$ cat config.mk
export PLATFORM = sky130hd
export DESIGN_NAME = debug_step_ctrl_flat
export DESIGN_NICKNAME = d
export VERILOG_FILES = /design/src/rtl/debug_step_if.sv /design/src/rtl/debug_step_ctrl.sv /design/src/flat_wrapper.sv
export SDC_FILE = /design/constraint.sdc
export NUM_CORES = 1
export LEC_CHECK = 0
export CAP_MARGIN = 10
export CORE_ASPECT_RATIO = 0.75
export CORE_MARGIN = 3
export CORE_UTILIZATION = 40
export CTS_CLUSTER_SIZE = 8
export DETAILED_ROUTE_END_ITERATION = 16
export HOLD_SLACK_MARGIN = 0.05
export PLACE_DENSITY = 0.65
export SLEW_MARGIN = 20
export SYNTH_ARGS = -nofsm -noshare
export SYNTH_HDL_FRONTEND = slang
export SYNTH_SLANG_ARGS = --single-unit
export TNS_END_PERCENT = 1
$ cat constraint.sdc
create_clock -name clk -period 2.22 [get_ports clk]
set_input_delay 0.666 -clock clk [delete_from_list [all_inputs] [get_ports clk]]
set_output_delay 0.666 -clock clk [all_outputs]
set_load 0.01 [all_outputs]
$ cat src/rtl/debug_step_if.sv
// Command/dump handshake and run-control status bundle between the UART side
// and the debug run-control block.
interface debug_step_if #(
    parameter int CNT_W = 32
) ();
    logic [7:0]       rx_data;
    logic             rx_done_tick;
    logic             dump_done;
    logic             pipe_en;
    logic             dump_start;
    logic [1:0]       mode;
    logic             cmd_error;
    logic [CNT_W-1:0] cycle_count;

    modport master (
        output rx_data, rx_done_tick, dump_done,
        input  pipe_en, dump_start, mode, cmd_error, cycle_count
    );

    modport slave (
        input  rx_data, rx_done_tick, dump_done,
        output pipe_en, dump_start, mode, cmd_error, cycle_count
    );
endinterface

$ cat src/rtl/debug_step_ctrl.sv
// Debug run-control: decodes UART command bytes into free-run / halt / N-step
// pipeline enable, requests register dumps and counts enabled cycles.
//
//   state       | meaning
//   ------------+---------------------------------------------------------
//   S_HALT      | pipeline stopped, waiting for a command
//   S_ARG       | 'n' received, next byte is the step count (0 = 256)
//   S_RUN       | free-running, pipe_en=1
//   S_STEP      | stepping, step_rem cycles left including this one
//   S_DUMP_WAIT | dump requested, waiting for dump_done
module debug_step_ctrl #(
    parameter logic [7:0] CMD_RUN   = 8'h63,
    parameter logic [7:0] CMD_HALT  = 8'h68,
    parameter logic [7:0] CMD_STEP  = 8'h73,
    parameter logic [7:0] CMD_STEPN = 8'h6E,
    parameter logic [7:0] CMD_DUMP  = 8'h64,
    parameter int         AUTO_DUMP = 1,
    parameter int         CNT_W     = 32
) (
    input  logic         clk,
    input  logic         reset,
    debug_step_if.slave  bus
);

    typedef enum logic [2:0] {
        S_HALT,
        S_ARG,
        S_RUN,
        S_STEP,
        S_DUMP_WAIT
    } state_t;

    localparam state_t S_AFTER_STOP = (AUTO_DUMP != 0) ? S_DUMP_WAIT : S_HALT;

    state_t           state_q, state_d;
    logic [8:0]       step_rem_q, step_rem_d;
    logic             cmd_error_q, cmd_error_d;
    logic             dump_start_q, dump_start_d;
    logic [CNT_W-1:0] cycle_count_q;
    logic             pipe_en;

    always_ff @(posedge clk) begin
        if (reset) begin
            state_q       <= S_HALT;
            step_rem_q    <= 9'd0;
            cmd_error_q   <= 1'b0;
            dump_start_q  <= 1'b0;
            cycle_count_q <= '0;
        end else begin
            state_q       <= state_d;
            step_rem_q    <= step_rem_d;
            cmd_error_q   <= cmd_error_d;
            dump_start_q  <= dump_start_d;
            cycle_count_q <= cycle_count_q + CNT_W'(pipe_en);
        end
    end

    always_comb begin
        state_d     = state_q;
        step_rem_d  = step_rem_q;
        cmd_error_d = 1'b0;
        case (state_q)
            S_HALT: begin
                if (bus.rx_done_tick) begin
                    if (bus.rx_data == CMD_RUN) begin
                        state_d = S_RUN;
                    end else if (bus.rx_data == CMD_STEP) begin
                        state_d    = S_STEP;
                        step_rem_d = 9'd1;
                    end else if (bus.rx_data == CMD_STEPN) begin
                        state_d = S_ARG;
                    end else if (bus.rx_data == CMD_DUMP) begin
                        state_d = S_DUMP_WAIT;
                    end else if (bus.rx_data != CMD_HALT) begin
                        cmd_error_d = 1'b1;
                    end
                end
            end
            S_ARG: begin
                if (bus.rx_done_tick) begin
                    state_d    = S_STEP;
                    step_rem_d = (bus.rx_data == 8'd0) ? 9'd256 : {1'b0, bus.rx_data};
                end
            end
            S_RUN: begin
                if (bus.rx_done_tick) begin
                    if (bus.rx_data == CMD_HALT) begin
                        state_d = S_AFTER_STOP;
                    end else if (bus.rx_data == CMD_DUMP) begin
                        state_d = S_DUMP_WAIT;
                    end else if (bus.rx_data != CMD_RUN) begin
                        cmd_error_d = 1'b1;
                    end
                end
            end
            S_STEP: begin
                step_rem_d = step_rem_q - 9'd1;
                if (step_rem_q == 9'd1) begin
                    state_d = S_AFTER_STOP;
                end
                // A halt abort wins over completion and never triggers a dump.
                if (bus.rx_done_tick) begin
                    if (bus.rx_data == CMD_HALT) begin
                        state_d    = S_HALT;
                        step_rem_d = 9'd0;
                    end else begin
                        cmd_error_d = 1'b1;
                    end
                end
            end
            S_DUMP_WAIT: begin
                if (bus.rx_done_tick) begin
                    cmd_error_d = 1'b1;
                end
                if (bus.dump_done && !dump_start_q) begin
                    state_d = S_HALT;
                end
            end
            default: begin
                state_d    = S_HALT;
                step_rem_d = 9'd0;
            end
        endcase
        dump_start_d = (state_d == S_DUMP_WAIT) && (state_q != S_DUMP_WAIT);
    end

    assign pipe_en = (state_q == S_RUN) || (state_q == S_STEP);

    always_comb begin
        bus.mode = 2'd0;
        case (state_q)
            S_RUN:       bus.mode = 2'd1;
            S_STEP:      bus.mode = 2'd2;
            S_DUMP_WAIT: bus.mode = 2'd3;
            default:     bus.mode = 2'd0;
        endcase
    end

    assign bus.pipe_en     = pipe_en;
    assign bus.dump_start  = dump_start_q;
    assign bus.cmd_error   = cmd_error_q;
    assign bus.cycle_count = cycle_count_q;

endmodule

$ cat src/flat_wrapper.sv
// flat-port wrapper written by rule: the top's interface ports become plain ports
module debug_step_ctrl_flat 
#(
    parameter logic [7:0] CMD_RUN   = 8'h63,
    parameter logic [7:0] CMD_HALT  = 8'h68,
    parameter logic [7:0] CMD_STEP  = 8'h73,
    parameter logic [7:0] CMD_STEPN = 8'h6E,
    parameter logic [7:0] CMD_DUMP  = 8'h64,
    parameter int         AUTO_DUMP = 1,
    parameter int         CNT_W     = 32
)
  (clk, reset, bus_rx_data, bus_rx_done_tick, bus_dump_done, bus_pipe_en, bus_dump_start, bus_mode, bus_cmd_error, bus_cycle_count);
  debug_step_if #(.CNT_W(CNT_W)) bus_i ();
  input  logic clk;
  input  logic reset;
  input wire logic [$bits(bus_i.rx_data)-1:0] bus_rx_data;
  input wire logic [$bits(bus_i.rx_done_tick)-1:0] bus_rx_done_tick;
  input wire logic [$bits(bus_i.dump_done)-1:0] bus_dump_done;
  output wire logic [$bits(bus_i.pipe_en)-1:0] bus_pipe_en;
  output wire logic [$bits(bus_i.dump_start)-1:0] bus_dump_start;
  output wire logic [$bits(bus_i.mode)-1:0] bus_mode;
  output wire logic [$bits(bus_i.cmd_error)-1:0] bus_cmd_error;
  output wire logic [$bits(bus_i.cycle_count)-1:0] bus_cycle_count;
  assign bus_i.rx_data = bus_rx_data;
  assign bus_i.rx_done_tick = bus_rx_done_tick;
  assign bus_i.dump_done = bus_dump_done;
  assign bus_pipe_en = bus_i.pipe_en;
  assign bus_dump_start = bus_i.dump_start;
  assign bus_mode = bus_i.mode;
  assign bus_cmd_error = bus_i.cmd_error;
  assign bus_cycle_count = bus_i.cycle_count;
  debug_step_ctrl #(.CMD_RUN(CMD_RUN), .CMD_HALT(CMD_HALT), .CMD_STEP(CMD_STEP), .CMD_STEPN(CMD_STEPN), .CMD_DUMP(CMD_DUMP), .AUTO_DUMP(AUTO_DUMP), .CNT_W(CNT_W)) u_core (.clk(clk), .reset(reset), .bus(bus_i));
endmodule
==> run_results.csv, run 1 <==
group,metric,value,unit
power,peakVddDrop,0.358,mV
clock_network,cts_tree,"yes",
grt,gr-total-overflow,0,
synthesis,synth_compound_area_frac,0.129,
grt,grt_pass1_wl,10.5,mm
critical_path,end_kind,"flop",
sta,setup_viol,0,
sta,maxSlewHeadroom,0.663,
synthesis,synth-async-reset-ratio,0,
worst_hold_path,hp-class,"reg -> reg",
power,powerDensity,411,nW/um^2
route,totalWireLength,6.52,mm
route,drt-pass1-iter-count,4,
run,max_cap_viol_count,0,
sta,worst_pin_slew,0.493,ns
synthesis,synth_xor_xnor_area_share,0.115,
floorplanning,coreArea,5950,um^2
route,routedWlPerCell,14.0,um
synthesis,syn_inst,301,
power,power.share.switching,0.230,
synthesis,synth_top_family_by_area,"simple AND/OR/NAND/NOR gates",
layout,instances_no_fill,465,
placement,gp_congestion,0.940,
critical_path,critPathLaunchType,"primary input",
critical_path,path_class,"in -> reg",
clock_network,clockBufferDepth,2,
sta,slew_violations,0,
route,drt-initial-drc-count,194,
power,pwr-share-comb,0.084,
placement,port_buffers,48,
synthesis,synth_cell_types,56,
layout,layout.nets,403,
synthesis,synth_nets,317,
floorplanning,die_y,74.5,um
synthesis,syn_area,2500,um^2
grt,grt_pass1_vias,2144,
layout,layout_common_cells,"nor2_1 (51), dfxtp_1 (46), buf_4 (43)",
clock_network,cts_root_buf,"clkbuf_8",
power,power.leakage,1.41,nW
synthesis,synth_area_leaders,"dfxtp_1 (37%), xor2_1 (9.8%), nor2_1 (7.8%)",
layout,fillCellCount,560,
synthesis,synth.area.mux_share,0.00400,
sta,fmax,0.459,GHz
critical_path,rrSetupSlack,0.29,ns
synthesis,synth_seq_cells,46,
route,ant_nets,0,
clock_network,clock_sinks,46,
synthesis,post_synth.cell_area_avg,8.32,um^2
run_status,status,"completed",
placement,place_hpwl,5.00,mm
route,drc,0,
sta,fin_crit,2.18,ns
power,p_clk_frac,0.336,
grt,track_usage,0.179,
placement,placed_cell_area,3340,um^2
layout,syn_to_final_growth,38.4,%
critical_path,cp_max_fo,4,
clock_network,worstSkewPairLatency,0.30,ns
synthesis,synth_edf_count,0,
synthesis,yosys.area_share.adder,0.0200,
floorplanning,die_w,97.4,um
floorplanning,pin_count,49,
synthesis,synthFlopType,"dfxtp_1",
route,vias,2448,
critical_path,crit_start,"bus_rx_data[5]",
layout,final_common_cell,"nor2_1",
synthesis,synth_warnings,0,
layout,drive_gt1_frac,0.163,
power,seq_power_share,0.580,
synthesis,synth.top_cell.area_share,0.368,
sta,clock_skew,0.0134,ns
clock_network,hold_buffers,0,
sta,final-hold-violation-count,0,
critical_path,cp-endpoint,"u_core.step_rem_q[6]",
synthesis,yosys.area_share.simple,0.326,
placement,dp_cells,457,
synthesis,yosys.area.top_type,"dfxtp_1",
floorplanning,rows,24,
power,power.internal,0.00110,W
critical_path,crit_arrival,2.38,ns
clock_network,clkSlewWorstSetupHoldPaths,0.08,ns
critical_path,reg2regPathDepth,8,
floorplanning,die_area,7250,um^2
sta,fin_crit_sh,0.981,
critical_path,reg2reg_from,"u_core.state_q[2]",
power,p_sw,0.000328,W
critical_path,critPathRequiredTime,2.42,ns
route,viasPerCell,5.26,
layout,postLayoutCellArea,3470,um^2
layout,antennaDiodeCount,0,
synthesis,yosysSeqAreaShare,0.368,
clock_network,htree_num_levels,2,
grt,grt_start_max_net_pins,38,
floorplanning,start_util,0.421,
clock_network,cts_buffers,5,
critical_path,r2r-end,"u_core.bus.cycle_count[21]",
grt,antenna_found_initial,0,
[worst max-delay path, stage by stage]
cell and delay [ns]:
clkdlybuf4s50_1 0.51, and4b_2 0.30, a41oi_2 0.14, or3_4 0.37, o32a_1 0.33, o31ai_1 0.06
[power groups by stage]
stage | logic [W] | clock network [W] | registers, W
3_5_place_dp | 0.000117 | 0 | 0.000846
6_report | 0.000120 | 0.000479 | 0.000827
4_1_cts | 0.000117 | 0.000502 | 0.000827
5_1_grt | 0.000129 | 0.000539 | 0.000827
3_3_place_gp | 0.000117 | 0 | 0.000846
2_1_floorplan | 0.0000451 | 0 | 0.000847
[metal layers]
| layer | track usage | up-vias | share of wire |
|---|---|---|---|
| met2 | 0.255 | 64 | 0.41 |
| met5 | 0 | - | 0 |
| li1 | - | 1247 | - |
| met1 | 0.272 | 1133 | 0.52 |
| met4 | 0.0369 | 0 | 0.0072 |
| met3 | 0.0459 | 4 | 0.065 |
[timing repair]
action                     CTS  global route
setup buffers                1             0
pin swaps                    1             3
resized for setup            4             9
setup endpoints to repair    5            11
[registers in the layout, summed over array words and instances (netlist names)]
signal,flops
u_core.step_rem_q,9
u_core.bus.cmd_error,1
u_core.state_q,3
u_core.bus.dump_start,1
u_core.bus.cycle_count,32
[worst min-delay path by stage]
stage,start,endpoint,slack [ns],cells past startpoint
4_1_cts,u_core.step_rem_q[8],u_core.step_rem_q[8],0.45,2
3_5_place_dp,u_core.step_rem_q[8],u_core.step_rem_q[8],0.44,2
3_3_place_gp,u_core.step_rem_q[8],u_core.step_rem_q[8],0.44,2
5_1_grt,u_core.step_rem_q[8],u_core.step_rem_q[8],0.49,2
2_1_floorplan,u_core.step_rem_q[8],u_core.step_rem_q[8],0.43,2
6_report,u_core.step_rem_q[8],u_core.step_rem_q[8],0.45,2
[cell usage after synthesis, types with 4 or more instances]
library cell,number
nand4_1,15
and3_1,5
dfxtp_1,46
nand2_1,18
nor2b_1,4
nand3_1,18
ha_1,4
xor2_1,28
clkbuf_1,7
or3_1,4
o21ai_0,4
inv_1,11
nor4_1,4
nor2_1,52
xnor2_1,5
a21oi_1,10
o21ai_1,7
nor3_1,6
[final cells by class]
class	count	area (um^2)	area share
repair buffers	91	810	0.234
clock inverters	2	10.0	0.00289
well taps	78	97.6	0.0282
multi-input cells	232	1520	0.438
clock buffers	5	68.8	0.0199
flip-flops and latches	46	921	0.266
inverters	11	41.3	0.0119
[metrics by stage]
step | hold slack (ns) | utilization | total power (W) | worst slack, ns | setup TNS, ns
floorplan | 0.425 | - | 0.000892 | 0.110 | 0
global placement | 0.441 | 0.563 | 0.000963 | -0.461 | -3.70
detailed placement | 0.439 | 0.563 | 0.000963 | -0.424 | -3.87
CTS | 0.452 | 0.577 | 0.00145 | -0.00203 | -0.00203
global route | 0.492 | 0.583 | 0.00150 | -0.0141 | -0.0260
finish | 0.449 | 0.583 | 0.00143 | 0.0413 | 0
[cell families after synthesis]
group,after synthesis
compound gates,46
xor+xnor,33
fa+ha+maj,4
buf+inv,23
flops,46
mux,1
simple gates,148
Power figures use the tool's default switching activity.
==> run 2, diff against run 1 <==
--- a/config.mk
+++ b/config.mk
@@ -5,6 +5,7 @@
 export SDC_FILE = /design/constraint.sdc
 export NUM_CORES = 1
 export LEC_CHECK = 0
+export ABC_AREA = 1
 export CAP_MARGIN = 10
 export CORE_ASPECT_RATIO = 0.75
 export CORE_MARGIN = 3
@@ -12,7 +13,7 @@
 export CTS_CLUSTER_SIZE = 8
 export DETAILED_ROUTE_END_ITERATION = 16
 export HOLD_SLACK_MARGIN = 0.05
-export PLACE_DENSITY = 0.65
+export PLACE_DENSITY = 0.64
 export SLEW_MARGIN = 20
 export SYNTH_ARGS = -nofsm -noshare
 export SYNTH_HDL_FRONTEND = slang
==> run 2 against run 1 <==
Compared with the run above: power up 4.3%; synthesized area up 12%; cell area is 4.9% higher; via count increased by 19%; combinational power about the same; critical endpoint is now bus_cycle_count[6]; largest power group unchanged.
==> run_results.csv, run 2 <==
group,metric,value,unit
clock_network,clkSlewWorstSetupHoldPaths,0.09,ns
sta,fin_crit,2.00,ns
sta,hold_slack,0.483,ns
placement,place_hpwl,5.97,mm
sta,setup_viol,0,
clock_network,clockBufferDepth,2,
layout,final_core_util,0.553,
sta,fin_crit_sh,0.899,
clock_network,cts_root_buf,"clkbuf_8",
layout,layout.nets,514,
floorplanning,pin_count,49,
critical_path,critPathLaunchType,"flop",
worst_hold_path,hp-class,"reg -> reg",
layout,largest_reg_flops,32,
floorplanning,rows,25,
critical_path,path_class,"reg -> out",
layout,multi_input_area,1680,um^2
critical_path,critPathRequiredTime,1.55,ns
critical_path,cp_max_fo,6,
clock_network,postCtsSetupRepairBufs,0,
layout,syn_to_final_growth,29.1,%
power,powerDensity,409,nW/um^2
layout,layout_common_cells,"nand2_1 (119), nor2_1 (59), inv_1 (48)",
route,viasPerCell,5.01,
sta,rsz0062_at_grt,"false",
grt,grt_pass1_vias,2609,
clock_network,hold_buffers,0,
grt,grt_pass1_wl,12.8,mm
clock_network,clock_sinks,46,
run_status,status,"completed",
layout,final_common_cell,"nand2_1",
synthesis,synth_edf_count,0,
clock_network,worstSkewPairLatency,0.30,ns
placement,dp_cells,572,
layout,fillCellCount,668,
floorplanning,die_y,78.7,um
sta,clock_skew,0.00607,ns
sta,slew_violations,0,
sta,fmax,0.501,GHz
synthesis,synth-async-reset-ratio,0,
sta,setup_slack,0.224,ns
synthesis,synth_cell_types,36,
critical_path,slowest_delay,0.58,ns
route,drc,0,
placement,gp_congestion,0.875,
layout,drive_gt1_frac,0.130,
critical_path,crit_family,"buffers and inverters",
grt,grt_start_max_net_pins,37,
floorplanning,die_area,8090,um^2
floorplanning,die_w,103,um
route,drt-pass1-iter-count,5,
synthesis,syn_area,2820,um^2
power,power,0.00149,W
route,vias,2906,
placement,port_buffers,48,
synthesis,yosysSeqAreaShare,0.327,
synthesis,synth_seq_cells,46,
synthesis,post_synth.cell_area_avg,6.50,um^2
clock_network,cts_buffers,5,
sta,worst_pin_slew,0.391,ns
synthesis,synth.top_cell.area_share,0.327,
synthesis,synth_nets,449,
synthesis,synth_area_leaders,"dfxtp_1 (33%), nand2_1 (16%), nor2_1 (7.9%)",
run,max_cap_viol_count,0,
critical_path,cp_slowest_cell,"clkdlybuf4s50_1",
synthesis,synth.top_cells.by_count,"nand2_1 (119), nor2_1 (59), inv_1 (48)",
grt,track_usage,0.198,
synthesis,syn_inst,433,
clock_network,htree_num_levels,2,
route,routedWlPerCell,13.1,um
synthesis,synthFlopType,"dfxtp_1",
sta,maxSlewHeadroom,0.737,
placement,dp_slack,-0.0241,ns
route,ant_nets,0,
floorplanning,coreArea,6570,um^2
layout,instances_no_fill,580,
layout,layout.area.seq,927,um^2
critical_path,crit_arrival,1.33,ns
power,power.leakage,1.44,nW
synthesis,yosysMostFrequentCell,"nand2_1",
layout,antennaDiodeCount,0,
grt,antenna_found_initial,0,
sta,final-hold-violation-count,0,
clock_network,cts_tree,"yes",
synthesis,yosys.area.top_type,"dfxtp_1",
critical_path,worst-path-buf-inv,1,
critical_path,end_kind,"output pin",
grt,gr-total-overflow,0,
power,peakVddDrop,0.272,mV
critical_path,crit_chain,"clkdlybuf4s50_1",
route,drt-initial-drc-count,174,
synthesis,synth_warnings,0,
floorplanning,start_util,0.429,
route,totalWireLength,7.61,mm
[run 2: cell count changes after synthesis, moves of 8 or more]
cell	before	now
a21oi_1	10	31
o21ai_0	4	12
inv_1	11	48
nand2_1	18	119
xor2_1	28	7
[run 2: kinds of logic after synthesis]
kind of cell             after synthesis  synth area share
AND/OR/NAND/NOR                      257             0.432
buffers and inverters                 60            0.0800
AO/OA/AOI/OAI                         55             0.109
flip-flops                            46             0.327
XOR/XNOR                              11            0.0342
adder cells (fa/ha/maj)                4            0.0178
[run 2: final cells by class]
class                      count  share of cell area
inverter                      56              0.0585
tap                           81              0.0279
clock inverter                 1             0.00138
clock buffer                   7              0.0238
sequential                    46               0.255
timing repair buffer          62               0.171
multi-input combinational    327               0.462
[run 2: power breakdown]
group	total [W]	internal (W)	switching, W
clock network	0.000540	0.000252	0.000288
logic	0.000117	0.0000547	0.0000625
registers	0.000829	0.000827	0.00000268
total	0.00149	0.00113	0.000353
[run 2: final timing paths]
| kind | start | endpoint | slack (ns) | cells past startpoint |
|---|---|---|---|---|
| setup / recovery | u_core.bus.cycle_count[6] | bus_cycle_count[6] | 0.22 | 1 |
| hold / removal | u_core.step_rem_q[8] | u_core.step_rem_q[8] | 0.48 | 2 |
| setup reg to reg | u_core.state_q[1] | u_core.bus.cycle_count[22] | 0.33 | 11 |
| hold reg to reg | u_core.step_rem_q[8] | u_core.step_rem_q[8] | 0.48 | 2 |
[run 2: through the flow]
stage | TNS [ns] | area [um^2]
2_1_floorplan | 0 | 2820
3_3_place_gp | 0 | 3520
3_5_place_dp | -0.0387 | 3520
4_1_cts | -0.0988 | 3620
5_1_grt | 0 | 3630
6_report | 0 | 3630
[run 2: routing by layer]
metal	wire (um)	track usage	share of wire	vias up
li1	-	-	-	1519
met3	376	0.0346	0.049	7
met1	4110	0.311	0.54	1297
met4	78	0.0492	0.010	0
met2	3050	0.273	0.40	83
met5	0	0	0	-
[run 2: repair_timing]
item,CTS,global route
endpoints found under the hold margin,0,0
resized for setup,4,6
endpoints found under the setup margin,3,1
==> run 3, diff against run 2 <==
--- a/config.mk
+++ b/config.mk
@@ -12,6 +12,7 @@
 export CORE_UTILIZATION = 40
 export CTS_CLUSTER_SIZE = 8
 export DETAILED_ROUTE_END_ITERATION = 16
+export GPL_ROUTABILITY_DRIVEN = 0
 export HOLD_SLACK_MARGIN = 0.05
 export PLACE_DENSITY = 0.64
 export SLEW_MARGIN = 20
==> run 3 against run 2 <==
Compared with the run above: first-iteration DRC count is 51% higher; hold slack barely moved; clock power increased by 43%; power is 15% higher; cell count rose by 0.34%; clock skew rose by 0.0010 ns; sequential share of layout area shrank 0.47 points; core utilization is 0.95 points higher; non-clock buffer count increased by 2; via count shrank 0.55%; wire length down 0.79%.
==> run_results.csv, run 3 (synthesized netlist as in run 2, its figures left out) <==
group,metric,value,unit
layout,layout_common_cells,"nand2_1 (119), nor2_1 (59), inv_1 (48)",
clock_network,clkSlewWorstSetupHoldPaths,0.09,ns
critical_path,slowest_delay,0.59,ns
critical_path,r2r-end,"u_core.bus.cycle_count[26]",
grt,use_met2,0.278,
layout,drive_gt1_frac,0.134,
critical_path,reg2regPathDepth,10,
floorplanning,pin_count,49,
critical_path,crit_arrival,1.32,ns
sta,fin_crit,1.99,ns
critical_path,critPathLaunchType,"flop",
sta,fin_crit_sh,0.897,
grt,busiest_layer,"met1",
route,vias,2890,
grt,grt_start_max_net_pins,37,
placement,dp_slack,0.00123,ns
sta,setup_slack,0.229,ns
grt,antenna_found_initial,0,
grt,grt_pass1_wl,12.4,mm
critical_path,cp-endpoint,"bus_cycle_count[17]",
grt,met3_usage,0.0346,
grt,gr-total-overflow,0,
layout,largest_reg_flops,32,
clock_network,hold_buffers,0,
critical_path,crit_family,"buffers and inverters",
layout,antennaDiodeCount,0,
clock_network,worstSkewPairLatency,0.30,ns
critical_path,worst-path-buf-inv,1,
grt,grt_pass1_vias,2586,
clock_network,cts_root_buf,"clkbuf_8",
power,peakVddDrop,0.280,mV
floorplanning,die_w,103,um
placement,port_buffers,48,
clock_network,htree_num_levels,2,
sta,clock_skew,0.00708,ns
sta,rsz0062_at_grt,"false",
clock_network,clock_sinks,46,
run,max_cap_viol_count,0,
critical_path,crit_start,"u_core.bus.cycle_count[17]",
route,drt-initial-drc-count,262,
layout,syn_to_final_growth,31.3,%
layout,layout.nets,516,
critical_path,cp_slowest_cell,"clkdlybuf4s50_1",
route,drc,0,
critical_path,end_kind,"output pin",
power,power.leakage,1.47,nW
route,drt-pass1-iter-count,5,
grt,track_usage,0.193,
sta,final-hold-violation-count,0,
critical_path,path_class,"reg -> out",
floorplanning,die_area,8090,um^2
critical_path,crit_chain,"clkdlybuf4s50_1",
sta,maxSlewHeadroom,0.751,
critical_path,rrSetupSlack,0.31,ns
power,powerDensity,464,nW/um^2
sta,fin_setup_tns,0,ns
sta,slew_violations,0,
grt,grt_use_met1,0.294,
route,totalWireLength,7.55,mm
critical_path,critPathRequiredTime,1.55,ns
route,ant_nets,0,
floorplanning,coreArea,6570,um^2
worst_hold_path,hp-class,"reg -> reg",
sta,fmax,0.502,GHz
floorplanning,die_y,78.7,um
critical_path,crit_cells,1,
route,routedWlPerCell,13.0,um
sta,worst_pin_slew,0.370,ns
critical_path,reg2reg_from,"u_core.state_q[1]",
run_status,status,"completed",
route,viasPerCell,4.97,
floorplanning,start_util,0.429,
sta,setup_viol,0,
critical_path,cp_max_fo,5,
placement,place_hpwl,5.91,mm
floorplanning,rows,25,
clock_network,cts_tree,"yes",
clock_network,cts_buffers,5,
layout,final_common_cell,"nand2_1",
clock_network,clockBufferDepth,2,
run 3: cell count changes in the layout (fill, tap and decap cells not counted), sizes merged:
cell,change
bufinv,+2
buf,+2
clkbuf,-1
clkinv,-1
run 3: power by group:
group	internal (W)	switching (W)	leakage, nW
Combinational	0.0000546	0.0000619	1.02
Clock	0.000480	0.000290	0.0714
Sequential	0.000827	0.00000286	0.372
Total	0.00136	0.000355	1.47
run 3: metrics by stage:
stage	instances	power (W)	instance area [um^2]	util	hold slack, ns
floorplan	433	0.000904	2820	-	0.458
global placement	572	0.000966	3520	0.537	0.467
detailed placement	572	0.000966	3520	0.537	0.474
CTS	582	0.00175	3690	0.562	0.488
global route	582	0.00179	3700	0.563	0.512
finish	582	0.00172	3700	0.563	0.484
run 3: final cells by class:
cell class,instances,area (um^2)
Sequential cell,46,926
Multi-Input combinational cell,327,1680
Inverter,56,210
Timing Repair Buffer,64,638
Fill cell,662,2870
Clock inverter,2,60.1
Tap cell,81,101
Clock buffer,6,82.6
run 3: worst min-delay path by stage:
| stage | cells after the start | slack [ns] | endpoint | start |
|---|---|---|---|---|
| after floorplan | 2 | 0.46 | u_core.step_rem_q[8] | u_core.step_rem_q[8] |
| after global placement | 2 | 0.47 | u_core.step_rem_q[8] | u_core.step_rem_q[8] |
| after detailed placement | 2 | 0.47 | u_core.step_rem_q[1] | u_core.step_rem_q[1] |
| after CTS | 2 | 0.49 | u_core.step_rem_q[1] | u_core.step_rem_q[1] |
| after global routing | 2 | 0.51 | u_core.bus.cycle_count[12] | u_core.bus.cycle_count[12] |
| final | 2 | 0.48 | u_core.step_rem_q[1] | u_core.step_rem_q[1] |
run 3: timing repair:
item | CTS | global route
buffers inserted | 2 | 0
gates cloned | 0 | 0
setup endpoints to repair | 3 | 2
resized for setup | 6 | 2
run 3: routing by layer:
layer | share of wire | vias up
met3 | 0.064 | 8
met4 | 0.0097 | 0
li1 | - | 1525
met1 | 0.52 | 1269
met5 | 0 | -
met2 | 0.41 | 88
run 3: worst register-to-register path: stages, from the launching register on:
cell     delay [ns]
dfxtp_4        0.39
inv_1          0.08
nor2_1         0.13
ha_1           0.20
ha_1           0.20
nand3_2        0.16
nor2_1         0.20
nand2_1        0.13
inv_1          0.13
nand3_1        0.09
a21oi_1        0.13
==> variant 1, RTL diff (settings of run 1) <==
`AUTO_DUMP` is set to 1 in 2 places; all go to 0.
--- a/src/rtl/debug_step_ctrl.sv
+++ b/src/rtl/debug_step_ctrl.sv
@@ -14,7 +14,7 @@
     parameter logic [7:0] CMD_STEP  = 8'h73,
     parameter logic [7:0] CMD_STEPN = 8'h6E,
     parameter logic [7:0] CMD_DUMP  = 8'h64,
-    parameter int         AUTO_DUMP = 1,
+    parameter int         AUTO_DUMP = 0,
     parameter int         CNT_W     = 32
 ) (
     input  logic         clk,
--- a/src/flat_wrapper.sv
+++ b/src/flat_wrapper.sv
@@ -6,7 +6,7 @@
     parameter logic [7:0] CMD_STEP  = 8'h73,
     parameter logic [7:0] CMD_STEPN = 8'h6E,
     parameter logic [7:0] CMD_DUMP  = 8'h64,
-    parameter int         AUTO_DUMP = 1,
+    parameter int         AUTO_DUMP = 0,
     parameter int         CNT_W     = 32
 )
   (clk, reset, bus_rx_data, bus_rx_done_tick, bus_dump_done, bus_pipe_en, bus_dump_start, bus_mode, bus_cmd_error, bus_cycle_count);
Function: changed (a bounded check fails within 4 cycles, from zero or initial values and one cycle with reset high).
==> variant 1 against run 1 <==
Routed wire length decreased by 9.7%; via count decreased by 7.9%; setup slack improved by 48 ps; fmax increased by 2.2%; power decreased by 0.73%; area after synthesis decreased by 4.7%; sequential cell count unchanged; design area decreased by 7.1%.
==> variant 1: results (changes against run 1) <==
[run_status]
status=finished, final reports clean

[yosys]
yosysWarnings=0  ; unchanged
syn_inst=288  ; -4.3%
synthArstFlopShare=0  ; unchanged
synth_area_leaders=dfxtp_1, xor2_1, nor2_1, nand3_1, nand2_1
synthTopCellsByCount=dfxtp_1, nor2_1, nand2_1, xor2_1, nand3_1
synth_nets=304  ; -4.1%
ys_seq_area_frac=0.386  ; +0.0183
ys_types=49  ; -13%

[drt]
wirelength_mm=5.89  ; -9.7%
drt_iter0_drc=137  ; -29%
avgViaCountPerCell=5.17  ; -1.8%
wl_per_cell_um=13.5  ; -3.7%

[layout]
clock_area_frac=0.0245  ; +0.00174
multiInputCombCellCount=221  ; -4.7%
antenna_cells=0  ; unchanged
multiInputGateArea_um2=1390  ; -8.7%
inv_count=9  ; -2
signal_buffers=78  ; -14%
sh_seq_area=0.286  ; +0.0203
fin_util=0.580  ; -0.00328
multi_input_area_share=0.430  ; -0.00767
drive_gt1_frac=0.130  ; -0.0326
fillerInstances=496  ; -11%
buf_share=0.220  ; -0.0140
final_nets=377  ; -6.5%

[placement]
dp_cells=429  ; -6.1%
place_area_um2=3140  ; -6.1%
pre_cts_slack_ps=-176  ; +249 ps
place.gp.congestion=0.899  ; -4.4%

[setup_path]
reg2reg_depth=7  ; -1
reg2reg_slack_ps=190  ; -100 ps
r2r-start=u_core.step_rem_q[0]
cp_top_family=buffers and inverters
cp_max_fo=4  ; unchanged
crit_arrival_ps=2320  ; -60 ps
startpoint=bus_rx_data[2]
critPathMaxStageDelay_ps=540  ; +30 ps
timing.rr.end=u_core.step_rem_q[8]

[global_route]
grt_start_max_net_pins=26  ; -32%
grt_antenna_before_repair=0  ; unchanged
grt_pass1_wl_mm=9.89  ; -6.2%
grt_use_total=0.179  ; about the same
grt_pass1_vias=2073  ; -3.3%

[pwr]
peakVddDrop_uv=199  ; -45%
p_leak_uw=0.00122  ; -14%
swShare=0.228  ; -0.00215

[timing]
tightest_slew_ps=497  ; +3.72 ps
fin_skew_ps=8.40  ; -5.01 ps
min_period_ps=2130  ; -47.7 ps

[cts]
postCtsSetupRepairBufs=0  ; -1
worstSkewPairLatency_ps=290

[hold_path]
hp-class=flip-flop to flip-flop

[variant 1: metal layers]
layer / routed length, um / share of wire / vias up / global-route usage
met5: 0 / 0 / - / 0
met4: 44 / 0.0075 / 0 / 0.0464
met3: 422 / 0.072 / 5 / 0.0464
met2: 2270 / 0.38 / 68 / 0.231
met1: 3160 / 0.54 / 1012 / 0.286
li1: - / - / 1169 / -
[variant 1: kinds of logic after synthesis]
logic type / after synthesis / share of synthesized area
and+or+nand+nor: 137 / 0.313
AOI/OAI and AO/OA: 52 / 0.143
DFF: 46 / 0.386
xor gates and xnor gates: 28 / 0.103
buffers and inverters: 21 / 0.0341
adders and majority gates: 4 / 0.0210
[variant 1: power by group through the flow]
| stage | clock [uW] | sequential (uW) | combinational, uW |
|---|---|---|---|
| floorplan | 0 | 846 | 35.6 |
| global placement | 0 | 846 | 104 |
| detailed placement | 0 | 846 | 104 |
| CTS | 501 | 826 | 105 |
| global route | 534 | 827 | 114 |
| finish | 484 | 826 | 105 |
[variant 1: worst min path at each step]
stage	slack (ps)	start	cells past startpoint	end
detailed placement	500	u_core.bus.cycle_count[10]	2	u_core.bus.cycle_count[10]
finish	500	u_core.bus.cycle_count[10]	2	u_core.bus.cycle_count[10]
CTS	510	u_core.bus.cycle_count[10]	2	u_core.bus.cycle_count[10]
global placement	490	u_core.step_rem_q[5]	1	u_core.step_rem_q[5]
global route	530	u_core.bus.cycle_count[10]	2	u_core.bus.cycle_count[10]
floorplan	470	u_core.step_rem_q[8]	1	u_core.step_rem_q[8]
[variant 1: what timing repair did]
action | in CTS | in global routing
pin swaps | 0 | 0
gates resized for setup | 1 | 1
hold buffers | 0 | 0
setup endpoints to repair | 1 | 1
==> variant 2, RTL diff (settings of run 1) <==
Made on the original files. Re-encode `state_t` (5 states) as one-hot, 5 bits wide.
--- a/src/rtl/debug_step_ctrl.sv
+++ b/src/rtl/debug_step_ctrl.sv
@@ -22,12 +22,12 @@
     debug_step_if.slave  bus
 );
 
-    typedef enum logic [2:0] {
-        S_HALT,
-        S_ARG,
-        S_RUN,
-        S_STEP,
-        S_DUMP_WAIT
+    typedef enum logic [4:0] {
+        S_HALT      = 5'b00001,
+        S_ARG       = 5'b00010,
+        S_RUN       = 5'b00100,
+        S_STEP      = 5'b01000,
+        S_DUMP_WAIT = 5'b10000
     } state_t;
 
     localparam state_t S_AFTER_STOP = (AUTO_DUMP != 0) ? S_DUMP_WAIT : S_HALT;
Check against the original RTL: no difference found for any inputs over 10 cycles, from zero or initial values and one cycle with reset high; not proved beyond that.
==> variant 2 against run 1 <==
The run now ends with negative setup slack left; design area up 12%; register-to-register slack worse by 150 ps; sequential cell count up 2; area after synthesis up 6.9%; setup slack worse by 110 ps; hold slack better by 51 ps; routed wire length up 11%.
Power is not compared: it rests on default switching activity, and its combinational part moved more than twofold at a synthesized area within 25%.
==> variant 2: results (changes against run 1) <==
[drt]
dr_wl_met2_mm=3.08  ; +15%
wl_per_cell_um=14.5  ; +3.2%
drt_iter0_drc=130  ; -33%
first_pass_iters=4  ; unchanged
wl_met1_mm=3.79  ; +12%
route.met3.wl_um=328  ; -23%
vias=2706  ; +11%

[timing]
final.setup.worst_slack_ps=-65.0  ; -106 ps
max_slew_margin=0.745  ; +0.0823
setup_tns_ps=-152  ; -152 ps
fin_skew_ps=16.8  ; +3.34 ps
drv_slew=0  ; unchanged
whs_ps=500  ; +51.4 ps
setup_viol=3  ; +3

[global_route]
grt_use_met1=0.310  ; +0.0376
gr-usage-met2=0.277  ; +0.0218
grt_pass1_wl_mm=12.4  ; +18%
grt_antenna_before_repair=0  ; unchanged
gr-usage-met3=0.0318  ; -0.0141
grt_pass1_vias=2573  ; +20%
grt_use_total=0.198  ; +0.0183
grt_start_max_net_pins=22  ; -42%

[cts]
worstSkewPairLatency_ps=310
path_clk_slew_ps=100  ; +20 ps
ctsResizeCount=11  ; +7
postCtsSetupRepairBufs=0  ; -1
cts_root_buf=clkbuf_8

[layout]
fin_cells=502  ; +8.0%
fillerInstances=577  ; +3.0%
final_nets=436  ; +8.2%
drive_gt1_frac=0.230  ; +0.0676

[setup_path]
crit_end=u_core.step_rem_q[2]
crit_arrival_ps=2470  ; +90 ps
reg2reg_depth=8  ; unchanged
startpoint=bus_rx_data[0]
timing.rr.end=u_core.bus.cycle_count[29]
cp_top_family=buffers and inverters
critPathMaxStageDelay_ps=530  ; +20 ps
reg2reg_slack_ps=140  ; -150 ps
r2r-start=u_core.state_q[1]
cp_max_fo=8  ; +4

[placement]
dpl.hpwl_mm=5.58  ; +12%
place_area_um2=3700  ; +11%
pre_cts_slack_ps=-439  ; -14.8 ps
place.gp.congestion=0.919  ; -2.3%
dp_cells=493  ; +7.9%

[yosys]
ys_seq_area_frac=0.359  ; -0.00877
synth_nets=339  ; +6.9%
ys_types=54  ; -3.6%
synth.avg_cell_area_um2=8.29  ; -0.38%
yosysWarnings=0  ; unchanged
synth_area_leaders=dfxtp_1, xnor2_1, nor2_1, xor2_1, nand3_1
synthTopCellsByCount=dfxtp_1, nor2_1, nand2_1

[run_status]
status=finished, violations left
violations=negative setup slack

[hold_path]
whs_path_depth=2  ; unchanged

[pwr]
p_leak_uw=0.00144

## variant 2: cell count changes after synthesis, sizes merged, moves of 4 or more
cell | run 1 | this run
xnor2 | 5 | 19
xor2 | 28 | 16
nor2 | 52 | 44
nand4 | 16 | 9
a22o | 0 | 6
nor3 | 6 | 12
and2 | 0 | 4
and3 | 5 | 1
or3 | 4 | 8
## variant 2: layout make-up
type,instances,area [um2],share of cell area
multi-input combinational,248,1740,0.449
tap,81,101,0.0261
timing repair buffer,107,941,0.243
inverter,10,37.5,0.00967
sequential,48,965,0.249
clock inverter,1,7.51,0.00193
clock buffer,7,86.3,0.0223
## variant 2: cell families (layout without fill, tap and decap cells)
family                     Yosys count  in the layout  share of synthesized area
adders and majority gates            4              4                     0.0187
xor gates and xnor gates            35             35                      0.115
and+or+nand+nor                    155            155                      0.318
AOI/OAI and AO/OA                   54             54                      0.146
DFF                                 48             48                      0.359
buffers and inverters               27            125                     0.0435
## variant 2: report_power, final
| part | internal (uW) | switching (uW) | leakage [uW] | total, uW |
|---|---|---|---|---|
| clock network | 253 | 288 | 0.0000445 | 541 |
| logic | 136 | 136 | 0.00101 | 272 |
| registers | 870 | 11.8 | 0.000389 | 882 |
| total | 1260 | 436 | 0.00144 | 1700 |
## variant 2: worst min path at each step
stage	from	endpoint
after global placement	u_core.bus.cycle_count[31]	u_core.bus.cycle_count[31]
after detailed placement	u_core.bus.cycle_count[31]	u_core.bus.cycle_count[31]
after CTS	u_core.bus.cycle_count[31]	u_core.bus.cycle_count[31]
final	u_core.bus.cycle_count[31]	u_core.bus.cycle_count[31]
after floorplan	u_core.step_rem_q[8]	u_core.step_rem_q[8]
after global routing	u_core.bus.cycle_count[31]	u_core.bus.cycle_count[31]
